<file path="src/rtl/img_seq_mmu_if.sv">
// img_seq_mmu_if: pixel/gesture/frame-strobe inputs and SDRAM window outputs of img_seq_mmu.
// The slave modport is the sequencer side; the master modport is the controls/SDRAM side.
interface img_seq_mmu_if #(
   parameter int NUM_CH  = 2,
   parameter int MAX_IMG = 16,
   parameter int ADDR_W  = 24
);
   localparam int IDX_W = $clog2(MAX_IMG);

   logic [7:0]               iImg_Tot;
   logic                     iPix_Wr;
   logic                     iGest_E;
   logic                     iGest_W;
   logic                     iNew_Frame;
   logic                     iEnd_Frame;
   logic                     oLoading;
   logic                     oBrowse;
   logic [IDX_W-1:0]         oCur_Img;
   logic [31:0]              oPix_Cnt;
   logic [ADDR_W-1:0]        oWr_Max_Addr;
   logic [NUM_CH*ADDR_W-1:0] oRd_Base;
   logic [NUM_CH*ADDR_W-1:0] oRd_Max;
   logic                     oRd_Load;

   modport slave (
      input  iImg_Tot, iPix_Wr, iGest_E, iGest_W, iNew_Frame, iEnd_Frame,
      output oLoading, oBrowse, oCur_Img, oPix_Cnt, oWr_Max_Addr, oRd_Base, oRd_Max, oRd_Load
   );
   modport master (
      output iImg_Tot, iPix_Wr, iGest_E, iGest_W, iNew_Frame, iEnd_Frame,
      input  oLoading, oBrowse, oCur_Img, oPix_Cnt, oWr_Max_Addr, oRd_Base, oRd_Max, oRd_Load
   );
endinterface

</file>
<file path="src/rtl/img_seq_mmu.sv">
// img_seq_mmu: slideshow load/settle/browse sequencer with per-channel SDRAM read windows.
// Define AUTO_SLIDE_EN to auto-advance after AUTO_FRAMES gesture-free frames in BROWSE.
module img_seq_mmu #(
   parameter int NUM_CH        = 2,
   parameter int IMG_W         = 800,
   parameter int IMG_H         = 480,
   parameter int WORDS_PER_PIX = 2,
   parameter int MAX_IMG       = 16,
   parameter int ADDR_W        = 24,
   parameter int SETTLE_CYC    = 50,
   parameter int AUTO_FRAMES   = 600
) (
   input  logic          iCLK,
   input  logic          iRST_N,
   img_seq_mmu_if.slave  bus
);
   localparam int IDX_W       = $clog2(MAX_IMG);
   localparam int TOT_W       = IDX_W + 1;
   localparam int PIX_PER_IMG = IMG_W * IMG_H;
   localparam int IMG_WORDS   = PIX_PER_IMG * WORDS_PER_PIX;
   localparam int SET_W       = (SETTLE_CYC > 0) ? $clog2(SETTLE_CYC + 1) : 1;

   localparam logic [1:0] S_IDLE   = 2'd0;
   localparam logic [1:0] S_LOAD   = 2'd1;
   localparam logic [1:0] S_SETTLE = 2'd2;
   localparam logic [1:0] S_BROWSE = 2'd3;

   localparam logic [1:0] P_NONE  = 2'd0;
   localparam logic [1:0] P_PLUS  = 2'd1;
   localparam logic [1:0] P_MINUS = 2'd2;

   if (longint'(MAX_IMG) * longint'(IMG_WORDS) >= (longint'(1) << ADDR_W)) begin : g_bad_addr
      $error("img_seq_mmu: MAX_IMG*IMG_WORDS does not fit in ADDR_W");
   end
   if (AUTO_FRAMES < 1) begin : g_bad_auto
      $error("img_seq_mmu: AUTO_FRAMES must be at least 1");
   end

   logic [1:0]                          state_q, state_d;
   logic [TOT_W-1:0]                    tot_q, tot_d, tot_in;
   logic [31:0]                         pix_q, pix_d, target;
   logic [SET_W-1:0]                    set_q, set_d;
   logic [ADDR_W-1:0]                   wrmax_q, wrmax_d;
   logic [IDX_W-1:0]                    cur_q, cur_d;
   logic [1:0]                          pend_q, pend_d, pend_eff, pend_app;
   logic [NUM_CH-1:0][ADDR_W-1:0]       base_q, max_q;
   logic [ADDR_W-1:0]                   base_w [NUM_CH];
   logic [IDX_W-1:0]                    idx    [NUM_CH];
   logic                                load_q, loading_q, browse_q;
   logic                                in_br, gest_p, gest_m;

   assign tot_in = (32'(bus.iImg_Tot) > 32'(MAX_IMG)) ? TOT_W'(MAX_IMG) : TOT_W'(bus.iImg_Tot);
   assign target = 32'(tot_q) * 32'(PIX_PER_IMG);

   // Counter saturates at target because the transition to SETTLE happens on the reaching pixel.
   always_comb begin
      state_d = state_q;
      tot_d   = tot_q;
      pix_d   = pix_q;
      set_d   = set_q;
      wrmax_d = wrmax_q;
      case (state_q)
         S_IDLE: if (bus.iPix_Wr && bus.iImg_Tot != 8'd0) begin
            tot_d   = tot_in;
            pix_d   = 32'd1;
            wrmax_d = ADDR_W'(tot_in) * ADDR_W'(IMG_WORDS);
            set_d   = '0;
            state_d = (32'(tot_in) * 32'(PIX_PER_IMG) == 32'd1) ? S_SETTLE : S_LOAD;
         end
         S_LOAD: if (bus.iPix_Wr) begin
            pix_d = pix_q + 32'd1;
            if (pix_d == target) begin
               state_d = S_SETTLE;
               set_d   = '0;
            end
         end
         S_SETTLE: begin
            if (set_q == SET_W'(SETTLE_CYC)) state_d = S_BROWSE;
            else                             set_d   = set_q + SET_W'(1);
         end
         default: ;
      endcase
   end

   assign in_br  = (state_q == S_BROWSE);
   assign gest_p = in_br & bus.iGest_W & ~bus.iGest_E;
   assign gest_m = in_br & bus.iGest_E & ~bus.iGest_W;

   // A gesture in the same cycle as frame end overrides the held one and is applied now.
   always_comb begin
      pend_eff = pend_q;
      if (gest_p)      pend_eff = P_PLUS;
      else if (gest_m) pend_eff = P_MINUS;
      pend_d = (in_br && bus.iEnd_Frame) ? P_NONE : pend_eff;
   end

`ifdef AUTO_SLIDE_EN
   localparam int FC_W = $clog2(AUTO_FRAMES + 1);
   logic [FC_W-1:0] fc_q, fc_d;
   logic            auto_adv;

   always_comb begin
      fc_d     = fc_q;
      auto_adv = 1'b0;
      if (gest_p || gest_m) fc_d = '0;
      else if (in_br && bus.iEnd_Frame && pend_q == P_NONE) begin
         if (fc_q == FC_W'(AUTO_FRAMES - 1)) begin
            auto_adv = 1'b1;
            fc_d     = '0;
         end else begin
            fc_d = fc_q + FC_W'(1);
         end
      end
   end
   assign pend_app = auto_adv ? P_PLUS : pend_eff;

   always_ff @(posedge iCLK or negedge iRST_N) begin
      if (!iRST_N) fc_q <= '0;
      else         fc_q <= fc_d;
   end
`else
   assign pend_app = pend_eff;
`endif

   always_comb begin
      cur_d = cur_q;
      if (in_br && bus.iEnd_Frame && tot_q > TOT_W'(1)) begin
         if (pend_app == P_PLUS)
            cur_d = (TOT_W'(cur_q) == tot_q - TOT_W'(1)) ? '0 : cur_q + IDX_W'(1);
         else if (pend_app == P_MINUS)
            cur_d = (cur_q == '0) ? IDX_W'(tot_q - TOT_W'(1)) : cur_q - IDX_W'(1);
      end
   end

   // Channel k index is (cur+k) mod tot, built by an increment-and-wrap chain.
   for (genvar k = 0; k < NUM_CH; k++) begin : g_ch
      if (k == 0) begin : g_first
         assign idx[k] = cur_d;
      end else begin : g_next
         assign idx[k] = (TOT_W'(idx[k-1]) + TOT_W'(1) >= tot_q) ? '0 : idx[k-1] + IDX_W'(1);
      end
      assign base_w[k] = ADDR_W'(idx[k]) * ADDR_W'(IMG_WORDS);
   end

   always_ff @(posedge iCLK or negedge iRST_N) begin
      if (!iRST_N) begin
         state_q   <= S_IDLE;
         tot_q     <= '0;
         pix_q     <= '0;
         set_q     <= '0;
         wrmax_q   <= '0;
         cur_q     <= '0;
         pend_q    <= P_NONE;
         load_q    <= 1'b0;
         loading_q <= 1'b0;
         browse_q  <= 1'b0;
         for (int k = 0; k < NUM_CH; k++) begin
            base_q[k] <= '0;
            max_q[k]  <= ADDR_W'(IMG_WORDS);
         end
      end else begin
         state_q   <= state_d;
         tot_q     <= tot_d;
         pix_q     <= pix_d;
         set_q     <= set_d;
         wrmax_q   <= wrmax_d;
         cur_q     <= cur_d;
         pend_q    <= pend_d;
         load_q    <= bus.iNew_Frame;
         loading_q <= (state_d == S_LOAD) || (state_d == S_SETTLE);
         browse_q  <= (state_d == S_BROWSE);
         if (bus.iEnd_Frame) begin
            for (int k = 0; k < NUM_CH; k++) begin
               base_q[k] <= base_w[k];
               max_q[k]  <= base_w[k] + ADDR_W'(IMG_WORDS);
            end
         end
      end
   end

   assign bus.oLoading     = loading_q;
   assign bus.oBrowse      = browse_q;
   assign bus.oCur_Img     = cur_q;
   assign bus.oPix_Cnt     = pix_q;
   assign bus.oWr_Max_Addr = wrmax_q;
   assign bus.oRd_Base     = base_q;
   assign bus.oRd_Max      = max_q;
   assign bus.oRd_Load     = load_q;
endmodule

</file>
<file path="src/flat_wrapper.sv">
// flat-port wrapper written by rule: the top's interface ports become plain ports
module img_seq_mmu_flat 
#(
   parameter int NUM_CH        = 2,
   parameter int IMG_W         = 800,
   parameter int IMG_H         = 480,
   parameter int WORDS_PER_PIX = 2,
   parameter int MAX_IMG       = 16,
   parameter int ADDR_W        = 24,
   parameter int SETTLE_CYC    = 50,
   parameter int AUTO_FRAMES   = 600
)
  (iCLK, iRST_N, bus_iImg_Tot, bus_iPix_Wr, bus_iGest_E, bus_iGest_W, bus_iNew_Frame, bus_iEnd_Frame, bus_oLoading, bus_oBrowse, bus_oCur_Img, bus_oPix_Cnt, bus_oWr_Max_Addr, bus_oRd_Base, bus_oRd_Max, bus_oRd_Load);
  img_seq_mmu_if #(.NUM_CH(NUM_CH), .MAX_IMG(MAX_IMG), .ADDR_W(ADDR_W)) bus_i ();
  input  logic iCLK;
  input  logic iRST_N;
  input wire logic [$bits(bus_i.iImg_Tot)-1:0] bus_iImg_Tot;
  input wire logic [$bits(bus_i.iPix_Wr)-1:0] bus_iPix_Wr;
  input wire logic [$bits(bus_i.iGest_E)-1:0] bus_iGest_E;
  input wire logic [$bits(bus_i.iGest_W)-1:0] bus_iGest_W;
  input wire logic [$bits(bus_i.iNew_Frame)-1:0] bus_iNew_Frame;
  input wire logic [$bits(bus_i.iEnd_Frame)-1:0] bus_iEnd_Frame;
  output wire logic [$bits(bus_i.oLoading)-1:0] bus_oLoading;
  output wire logic [$bits(bus_i.oBrowse)-1:0] bus_oBrowse;
  output wire logic [$bits(bus_i.oCur_Img)-1:0] bus_oCur_Img;
  output wire logic [$bits(bus_i.oPix_Cnt)-1:0] bus_oPix_Cnt;
  output wire logic [$bits(bus_i.oWr_Max_Addr)-1:0] bus_oWr_Max_Addr;
  output wire logic [$bits(bus_i.oRd_Base)-1:0] bus_oRd_Base;
  output wire logic [$bits(bus_i.oRd_Max)-1:0] bus_oRd_Max;
  output wire logic [$bits(bus_i.oRd_Load)-1:0] bus_oRd_Load;
  assign bus_i.iImg_Tot = bus_iImg_Tot;
  assign bus_i.iPix_Wr = bus_iPix_Wr;
  assign bus_i.iGest_E = bus_iGest_E;
  assign bus_i.iGest_W = bus_iGest_W;
  assign bus_i.iNew_Frame = bus_iNew_Frame;
  assign bus_i.iEnd_Frame = bus_iEnd_Frame;
  assign bus_oLoading = bus_i.oLoading;
  assign bus_oBrowse = bus_i.oBrowse;
  assign bus_oCur_Img = bus_i.oCur_Img;
  assign bus_oPix_Cnt = bus_i.oPix_Cnt;
  assign bus_oWr_Max_Addr = bus_i.oWr_Max_Addr;
  assign bus_oRd_Base = bus_i.oRd_Base;
  assign bus_oRd_Max = bus_i.oRd_Max;
  assign bus_oRd_Load = bus_i.oRd_Load;
  img_seq_mmu #(.NUM_CH(NUM_CH), .IMG_W(IMG_W), .IMG_H(IMG_H), .WORDS_PER_PIX(WORDS_PER_PIX), .MAX_IMG(MAX_IMG), .ADDR_W(ADDR_W), .SETTLE_CYC(SETTLE_CYC), .AUTO_FRAMES(AUTO_FRAMES)) u_core (.iCLK(iCLK), .iRST_N(iRST_N), .bus(bus_i));
endmodule
</file>
<file path="config.mk">
export PLATFORM = sky130hd
export DESIGN_NAME = img_seq_mmu_flat
export DESIGN_NICKNAME = d
export VERILOG_FILES = /design/src/rtl/img_seq_mmu_if.sv /design/src/rtl/img_seq_mmu.sv /design/src/flat_wrapper.sv
export SDC_FILE = /design/constraint.sdc
export NUM_CORES = 1
export LEC_CHECK = 0
export ABC_AREA = 1
export BUFFER_PORTS_ARGS = -buffer_cell sky130_fd_sc_hd__buf_2
export CAP_MARGIN = 5
export CORE_ASPECT_RATIO = 0.8
export CORE_UTILIZATION = 35
export DETAILED_ROUTE_END_ITERATION = 8
export PLACE_DENSITY = 0.6
export SLEW_MARGIN = 30
export SYNTH_ARGS = -nofsm -noshare
export SYNTH_HDL_FRONTEND = slang
export SYNTH_SLANG_ARGS = --single-unit
</file>
<file path="constraint.sdc">
create_clock -name iCLK -period 6.8 [get_ports iCLK]
set_input_delay 1.36 -clock iCLK [delete_from_list [all_inputs] [get_ports iCLK]]
set_output_delay 1.36 -clock iCLK [all_outputs]
set_load 0.01 [all_outputs]
</file>
==> run metrics, run 1 <==
outcome finished, violations left; failing checks DRC; CTS buffer count 17; met2 routed WL about 12000 µm; most frequent CP cell nand2_1; Layout fillers 2899; Mapped Cells about 1.3k; critical path fanouts, max 5; drt total wl about 25000 µm; fin. max-slew vios 0; Setup Skew ~0.011 ns; Setup TNS 0 ns; largest net degree at the start of global routing slightly below 70; routed length on met1 between 10000 and 15000 µm; cts hold-fix bufs 0; number of synthesized flops with an enable pin 0; Die Outline Area around 0.030 mm²; htree depth 4; critical path required time between 7 and 8 ns; Tmin final 6.33 ns; Critical Path Source Type input pin; DRT antenna net count 0; top sig layer met4; final cycle utilization of the critical path between 90% and 100%; DRC 7; Slew HR between 40% and 50%; drt via density 4.74; cell leakage power around 6.7 nW; slowest stage delay, CP ~0.60 ns; CTS sink cnt approximately 120; hold path startpoint u_core.bus.oRd_Max[37]$_DFFE_PN1P_; CP Class input pin to flip-flop; met3 wire length 938 µm; Congestion Overflow GR 0; Horiz. Die Dim about 190 µm; First-pass DRT Iterations 9; worst skew pair latency between 0.4 and 0.5 ns; Avg WL per Cell about 14 µm; WP buf/inv 8; share of cells above drive strength 1 roughly 20%; Worst-path clk slew roughly 0.06 ns; WHS Endpoint u_core.bus.oRd_Max[37]$_DFFE_PN1P_; asr flop ratio synth 100%; Worst-Margin Slew 0.839 ns; Die Y approximately 150 µm; critical path's slowest cell fa_2; Hold Path Cell Cnt 2; Synth cell types 55; pwr/cell area between 100 and 150 mW/mm²; Yosys reg bits ~120; top_reg_cell synth dfrtp_1; 1st-iter DRT viols about 500; WP data arrival ~6.6 ns; R2R cell count 40; diode count 0; final setup fails 0; Core Region 0.0284 mm²; # nets final approximately 1.6k; flop-to-flop setup slack 0.71 ns; All-Layer GR Usage 17.9%; maximum vdd drop 0.000152 V; pre-CTS setup slack -0.142 ns; Yosys Warn Count 0; MaxCap Viol Count 0; HP Class flip-flop to flip-flop; fmax 158 MHz; root buffer cell clkbuf_16; # port buffers 118; via count 8850; Syn Area/Cell ~7.7 µm²; CTS tree yes; Core Rows between 50 and 60; share of the yosys chip area belonging to registers roughly 29%; R2R Path End u_core.bus.oRd_Max[46]$_DFFE_PN0P_; Largest delay share family, worst path simple AND/OR/NAND/NOR gates; R2R Path Start u_core.tot_q[2]$_DFFE_PN0P_; final hold violations 0; area grow syn2layout 17.7%; Initial Util a little over a third; vias in the first global route 8650; Synth Cell Area 0.0102 mm²; worst setup margin 0.469 ns; global-route wire length before repair 42800 µm; GP Congestion between 0.8 and 0.9; Clock Tree Buf Depth 2; initial antenna violation count 0; Critical Path End Type flip-flop; IO Count 174; detailed placer's ending HPWL between 15000 and 20000 µm
synth_stat cells, types with 7 or more instances:
master    number  share of area (%)
dfrtp_1      104                 26
nor3_1        11               0.54
nand2_1      330                 12
nor2_1        79                2.9
fa_1          29                5.7
xnor2_1       15                1.3
a21oi_1       39                1.9
nand3_1       88                4.3
inv_2         11               0.41
ha_1         102                 13
nand2_2       13               0.80
dfstp_2       14                3.6
nand4_1       22                1.4
nor2_2         9               0.55
xor2_1        49                4.2
o21ai_0       51                2.5
clkbuf_1      18               0.66
o22ai_1       25                1.5
a31oi_1        7               0.43
inv_1        175                6.4
buf_4         56                4.1
where the power goes:
group	internal [mW]	switching, mW
registers	0.712	0.00421
clock network	0.581	0.381
logic	0.0332	0.0780
total	1.33	0.463
per-layer routing:
metal  global-route usage (%)  up-vias
met1                     25.5     4168
met5                        0        -
li1                         -     4494
met4                     4.35        0
met2                     27.7      169
met3                     3.13       19
registers in the layout (all words and copies together), names as in the netlist, 2 cells and up:
| signal | flops |
|---|---|
| u_core.pend_q | 2 |
| u_core.bus.oWr_Max_Addr | 12 |
| u_core.state_q | 2 |
| u_core.bus.oCur_Img | 4 |
| u_core.set_q | 6 |
| u_core.bus.oRd_Max | 26 |
| u_core.bus.oPix_Cnt | 32 |
| u_core.tot_q | 5 |
| u_core.bus.oRd_Base | 26 |
how the worst max path moves through the flow:
| stage | start | endpoint | slack, ns | depth (start not counted) |
|---|---|---|---|---|
| floorplan | bus_iGest_E | u_core.bus.oRd_Max[46]$_DFFE_PN0P_ | 0.14 | 40 |
| CTS | bus_iGest_E | u_core.bus.oRd_Max[46]$_DFFE_PN0P_ | 0.28 | 42 |
| finish | bus_iGest_E | u_core.bus.oRd_Max[46]$_DFFE_PN0P_ | 0.47 | 40 |
| global route | bus_iGest_E | u_core.bus.oRd_Max[46]$_DFFE_PN0P_ | -0.01 | 43 |
| global placement | bus_iGest_E | u_core.bus.oRd_Max[46]$_DFFE_PN0P_ | 0.05 | 43 |
| detailed placement | bus_iGest_E | u_core.bus.oRd_Max[46]$_DFFE_PN0P_ | -0.14 | 43 |
metrics by stage:
| stage | hold slack (ns) | area (µm²) | std cells | utilization, % | power, mW |
|---|---|---|---|---|---|
| 6_report | 0.467 | 12000 | 1868 | 42.2 | 1.79 |
| 5_1_grt | 0.487 | 12000 | 1868 | 42.2 | 1.86 |
| 4_1_cts | 0.473 | 11900 | 1863 | 41.7 | 1.82 |
| 3_5_place_dp | 0.462 | 11200 | 1831 | 39.6 | 0.841 |
| 3_3_place_gp | 0.458 | 11200 | 1831 | 39.6 | 0.839 |
| 2_1_floorplan | 0.474 | 10400 | 1380 | - | 0.820 |
tightest hold or removal path: stages, from the launching register on:
cell and delay, ns:
dfstp_2 0.37, nand2_1 0.05, nand2_1 0.05
timing repair:
action	CTS	global route
endpoints found under the setup margin	0	7
buffers inserted	0	5
resized for setup	0	22
cells by family (layout without fill, tap and decap cells):
kind of cell	after synthesis	in the layout	share of synthesized area (%)
other cells	1	55	0.0368
fa+ha+maj	131	131	18.2
buf+inv	267	385	12.0
compound gates	150	150	8.48
flops	118	118	29.2
mux	4	4	0.442
simple gates	590	590	26.0
xor+xnor	65	65	5.66
placed cells by master, fill, tap and decap left out, types with 47 or more instances in the layout:
cell type,instances
nand2_1,329
inv_1,170
buf_2,117
dfrtp_1,104
ha_1,99
nand3_1,85
nor2_1,79
conb_1,55
o21ai_0,48
xor2_1,48
buf_4,47
layout make-up:
cell class / count / area (µm²) / area share, %
clock inverters: 14 / 176 / 1.47
repair buffers: 164 / 938 / 7.83
flip-flops and latches: 118 / 2970 / 24.8
clock buffers: 18 / 429 / 3.58
inverters: 189 / 711 / 5.93
multi-input cells: 995 / 6300 / 52.6
well taps: 370 / 463 / 3.86
(Power assumes the default switching activity.)
==> run 2, diff against run 1 <==
--- a/config.mk
+++ b/config.mk
@@ -5,13 +5,12 @@
 export SDC_FILE = /design/constraint.sdc
 export NUM_CORES = 1
 export LEC_CHECK = 0
-export ABC_AREA = 1
 export BUFFER_PORTS_ARGS = -buffer_cell sky130_fd_sc_hd__buf_2
 export CAP_MARGIN = 5
 export CORE_ASPECT_RATIO = 0.8
-export CORE_UTILIZATION = 35
+export CORE_UTILIZATION = 55
 export DETAILED_ROUTE_END_ITERATION = 8
-export PLACE_DENSITY = 0.6
+export PLACE_DENSITY = 0.84
 export SLEW_MARGIN = 30
 export SYNTH_ARGS = -nofsm -noshare
 export SYNTH_HDL_FRONTEND = slang
==> run metrics, run 2 <==
outcome finished, violations left; failing checks setup timing; cts hold-fix bufs 0 (unchanged); DRT antenna net count 0 (unchanged); pwr/cell area 192 mW/mm² (+29%); top-area cell type share of the netlist area 25.6% (+0.069 points); Initial Util 56.1% (+20 points); number of synthesized flops with an enable pin 0 (unchanged); DRC 0 (-7); Worst-Margin Slew 0.724 ns (-0.115 ns); Die Outline Area 0.0190 mm² (-36%); most common cell in the netlist dfrtp_1; CP Class input pin to flip-flop; Critical Path Source Type input pin; # nets final 1508 (-7.5%); Critical Path End u_core.bus.oRd_Max[47]$_DFFE_PN0P_; GP Congestion 0.928 (+9.0%); Yosys reg bits 118 (unchanged); largest cells by area after synthesis dfrtp_1, ha_1, fa_1; Critical Path End Type flip-flop; number of flip-flops in the largest register 32 (unchanged); global-route wire length before repair 43000 µm (+0.48%); Horiz. Die Dim 154 µm (-20%); Synth Cell Area 0.0102 mm² (-0.27%); Final Cell Area 0.0128 mm² (+7.1%); # port buffers 118 (unchanged); top_reg_cell synth dfrtp_1; Clock Tree Buf Depth 2 (unchanged); cell leakage power 6.23 nW (-7.6%); R2R Path End u_core.bus.oRd_Max[47]$_DFFE_PN0P_; flop-to-flop setup slack -0.44 ns (-1.15 ns); R2R cell count 29 (-28%); root buffer cell clkbuf_16; First-pass DRT Iterations 5 (-4); worst setup margin -0.516 ns (-0.985 ns); DP Area 0.0118 mm² (+4.6%); largest net degree at the start of global routing 70 (+2.9%); Setup TNS -1.72 ns (-1.72 ns); Synth top cells by count dfrtp_1, ha_1, inv_1; vias in the first global route 8815 (+1.9%); drt total wl 27800 µm (+9.5%); Critical Path Start bus_iGest_E; IO Count 174 (unchanged); CTS buffer count 17 (unchanged); post-synth top area cell dfrtp_1; initial antenna violation count 0 (unchanged); asr flop ratio synth 100% (unchanged); share of cells above drive strength 1 30.4% (+11 points); Mapped Cells 1121 (-15%); critical path required time 7.16 ns (+0.05 ns); Die Y 124 µm (-20%); diode count 0 (unchanged); RSZ-0062 raised after global routing true; Core Region 0.0181 mm² (-36%); drt via density 5.77 (+22%); Worst-path clk slew 0.06 ns (about the same); Core Rows 44 (-20%); Synth cell types 83 (+51%); Slew HR 51.7% (+7.6 points); area grow syn2layout 26.3%; Setup Skew 0.00999 ns (-0.000871 ns); share of the yosys chip area belonging to registers 29.2% (+0.079 points); CTS tree yes; worst skew pair latency 0.43 ns (about the same); Layout fillers 1262 (-56%); maximum vdd drop 0.000164 V (+7.5%); commonest non-fill, non-tap cell in the layout buf_4; htree depth 4 (unchanged); final hold violations 0 (unchanged); MaxCap Viol Count 0 (unchanged); total chip power 2.46 mW (+38%); All-Layer GR Usage 28.7% (+11 points); Tmin final 7.32 ns (+0.985 ns); 1st-iter DRT viols 860 (+71%); fmax 137 MHz (-13%); final setup fails 7 (+7); Congestion Overflow GR 0 (unchanged); via count 9268 (+4.7%); most frequent cells in the layout buf_4, buf_2, dfrtp_1, inv_1, ha_1; final cycle utilization of the critical path 108% (+14 points); Yosys Warn Count 0 (unchanged); HP Class flip-flop to flip-flop; critical path fanouts, max 6 (+1); fin. max-slew vios 0 (unchanged); CTS sink cnt 118 (unchanged); WP data arrival 7.68 ns (+1.04 ns); pre-CTS setup slack -0.913 ns (-0.771 ns); detailed placer's ending HPWL 19300 µm (-0.24%); Avg WL per Cell 17.3 µm (+27%); Syn Area/Cell 9.06 µm² (+18%); R2R Path Start u_core.tot_q[1]$_DFFE_PN0P_
==> run 2: worst max-delay path, stage by stage <==
cell and delay (ns):
buf_8 0.11, and3_4 0.17, o211ai_1 0.29, o41a_1 0.28
buf_6 0.14, a21oi_2 0.07, a21oi_4 0.21, buf_4 0.16
ha_2 0.18, o21ai_2 0.07, xnor2_1 0.20, ha_1 0.30
buf_4 0.15, buf_4 0.13, a31o_2 0.23, nor2_1 0.24
buf_4 0.25, fa_2 0.48, ha_4 0.26, a21o_1 0.17
maj3_2 0.31, a311o_1 0.31, and4_4 0.19, o211ai_1 0.19
a21oi_2 0.11, or4b_4 0.54, or4_4 0.50, nand3_2 0.07
==> run 2: stage by stage <==
stage / cells / utilization [%] / hold slack [ns]
6_report: 1605 / 70.9 / 0.480
5_1_grt: 1605 / 70.9 / 0.507
4_1_cts: 1598 / 69.9 / 0.485
3_5_place_dp: 1549 / 65.0 / 0.470
3_3_place_gp: 1549 / 65.0 / 0.462
2_1_floorplan: 1175 / - / 0.491
==> run 2: metal layers <==
layer | part of all wire, % | global-route usage [%] | vias up | routed length [µm]
met2 | 48 | 46.9 | 420 | 13200
met4 | 3.6 | 13.7 | 0 | 992
met1 | 42 | 37.4 | 4431 | 11800
met3 | 6.4 | 5.08 | 87 | 1780
met5 | 0 | 0 | - | 0
li1 | - | - | 4330 | -
==> run 2: power by group <==
| group | internal [mW] | switching, mW |
|---|---|---|
| Sequential | 0.793 | 0.0608 |
| Combinational | 0.295 | 0.348 |
| Clock | 0.599 | 0.368 |
| Total | 1.69 | 0.777 |
==> run 2: kinds of logic (layout without fill, tap and decap cells) <==
kind of cell,count (synthesis),in the layout,synth area share [%]
xor+xnor,89,89,8.08
compound gates,257,257,16.6
buf+inv,191,391,9.40
simple gates,303,303,15.0
other cells,1,55,0.0369
fa+ha+maj,134,134,18.6
flops,118,118,29.2
mux,28,28,3.10
==> run 2: final cells by class <==
class                      instances  area, µm²  share of cell area, %
tap                              230        288                   2.24
inverter                          95        377                   2.93
multi-input combinational        866       6840                   53.3
clock inverter                    13        171                   1.34
clock buffer                      19        453                   3.53
sequential                       118       2970                   23.1
timing repair buffer             264       1730                   13.5
==> run 2: repair_timing <==
item / CTS / global route
setup buffers: 18 / 7
pin swaps: 32 / 29
endpoints found under the setup margin: 7 / 9
resized for setup: 30 / 27
==> run 2: worst min path at each step <==
stage | start | to | depth (start not counted)
final | u_core.bus.oWr_Max_Addr[19]$_DFFE_PN0P_ | u_core.bus.oWr_Max_Addr[19]$_DFFE_PN0P_ | 2
after global routing | u_core.bus.oRd_Max[37]$_DFFE_PN1P_ | u_core.bus.oRd_Max[37]$_DFFE_PN1P_ | 2
after CTS | u_core.bus.oWr_Max_Addr[16]$_DFFE_PN0P_ | u_core.bus.oWr_Max_Addr[16]$_DFFE_PN0P_ | 2
after detailed placement | u_core.bus.oWr_Max_Addr[18]$_DFFE_PN0P_ | u_core.bus.oWr_Max_Addr[18]$_DFFE_PN0P_ | 2
after global placement | u_core.bus.oWr_Max_Addr[15]$_DFFE_PN0P_ | u_core.bus.oWr_Max_Addr[15]$_DFFE_PN0P_ | 2
after floorplan | u_core.bus.oRd_Max[11]$_DFFE_PN1P_ | u_core.bus.oRd_Max[11]$_DFFE_PN1P_ | 2
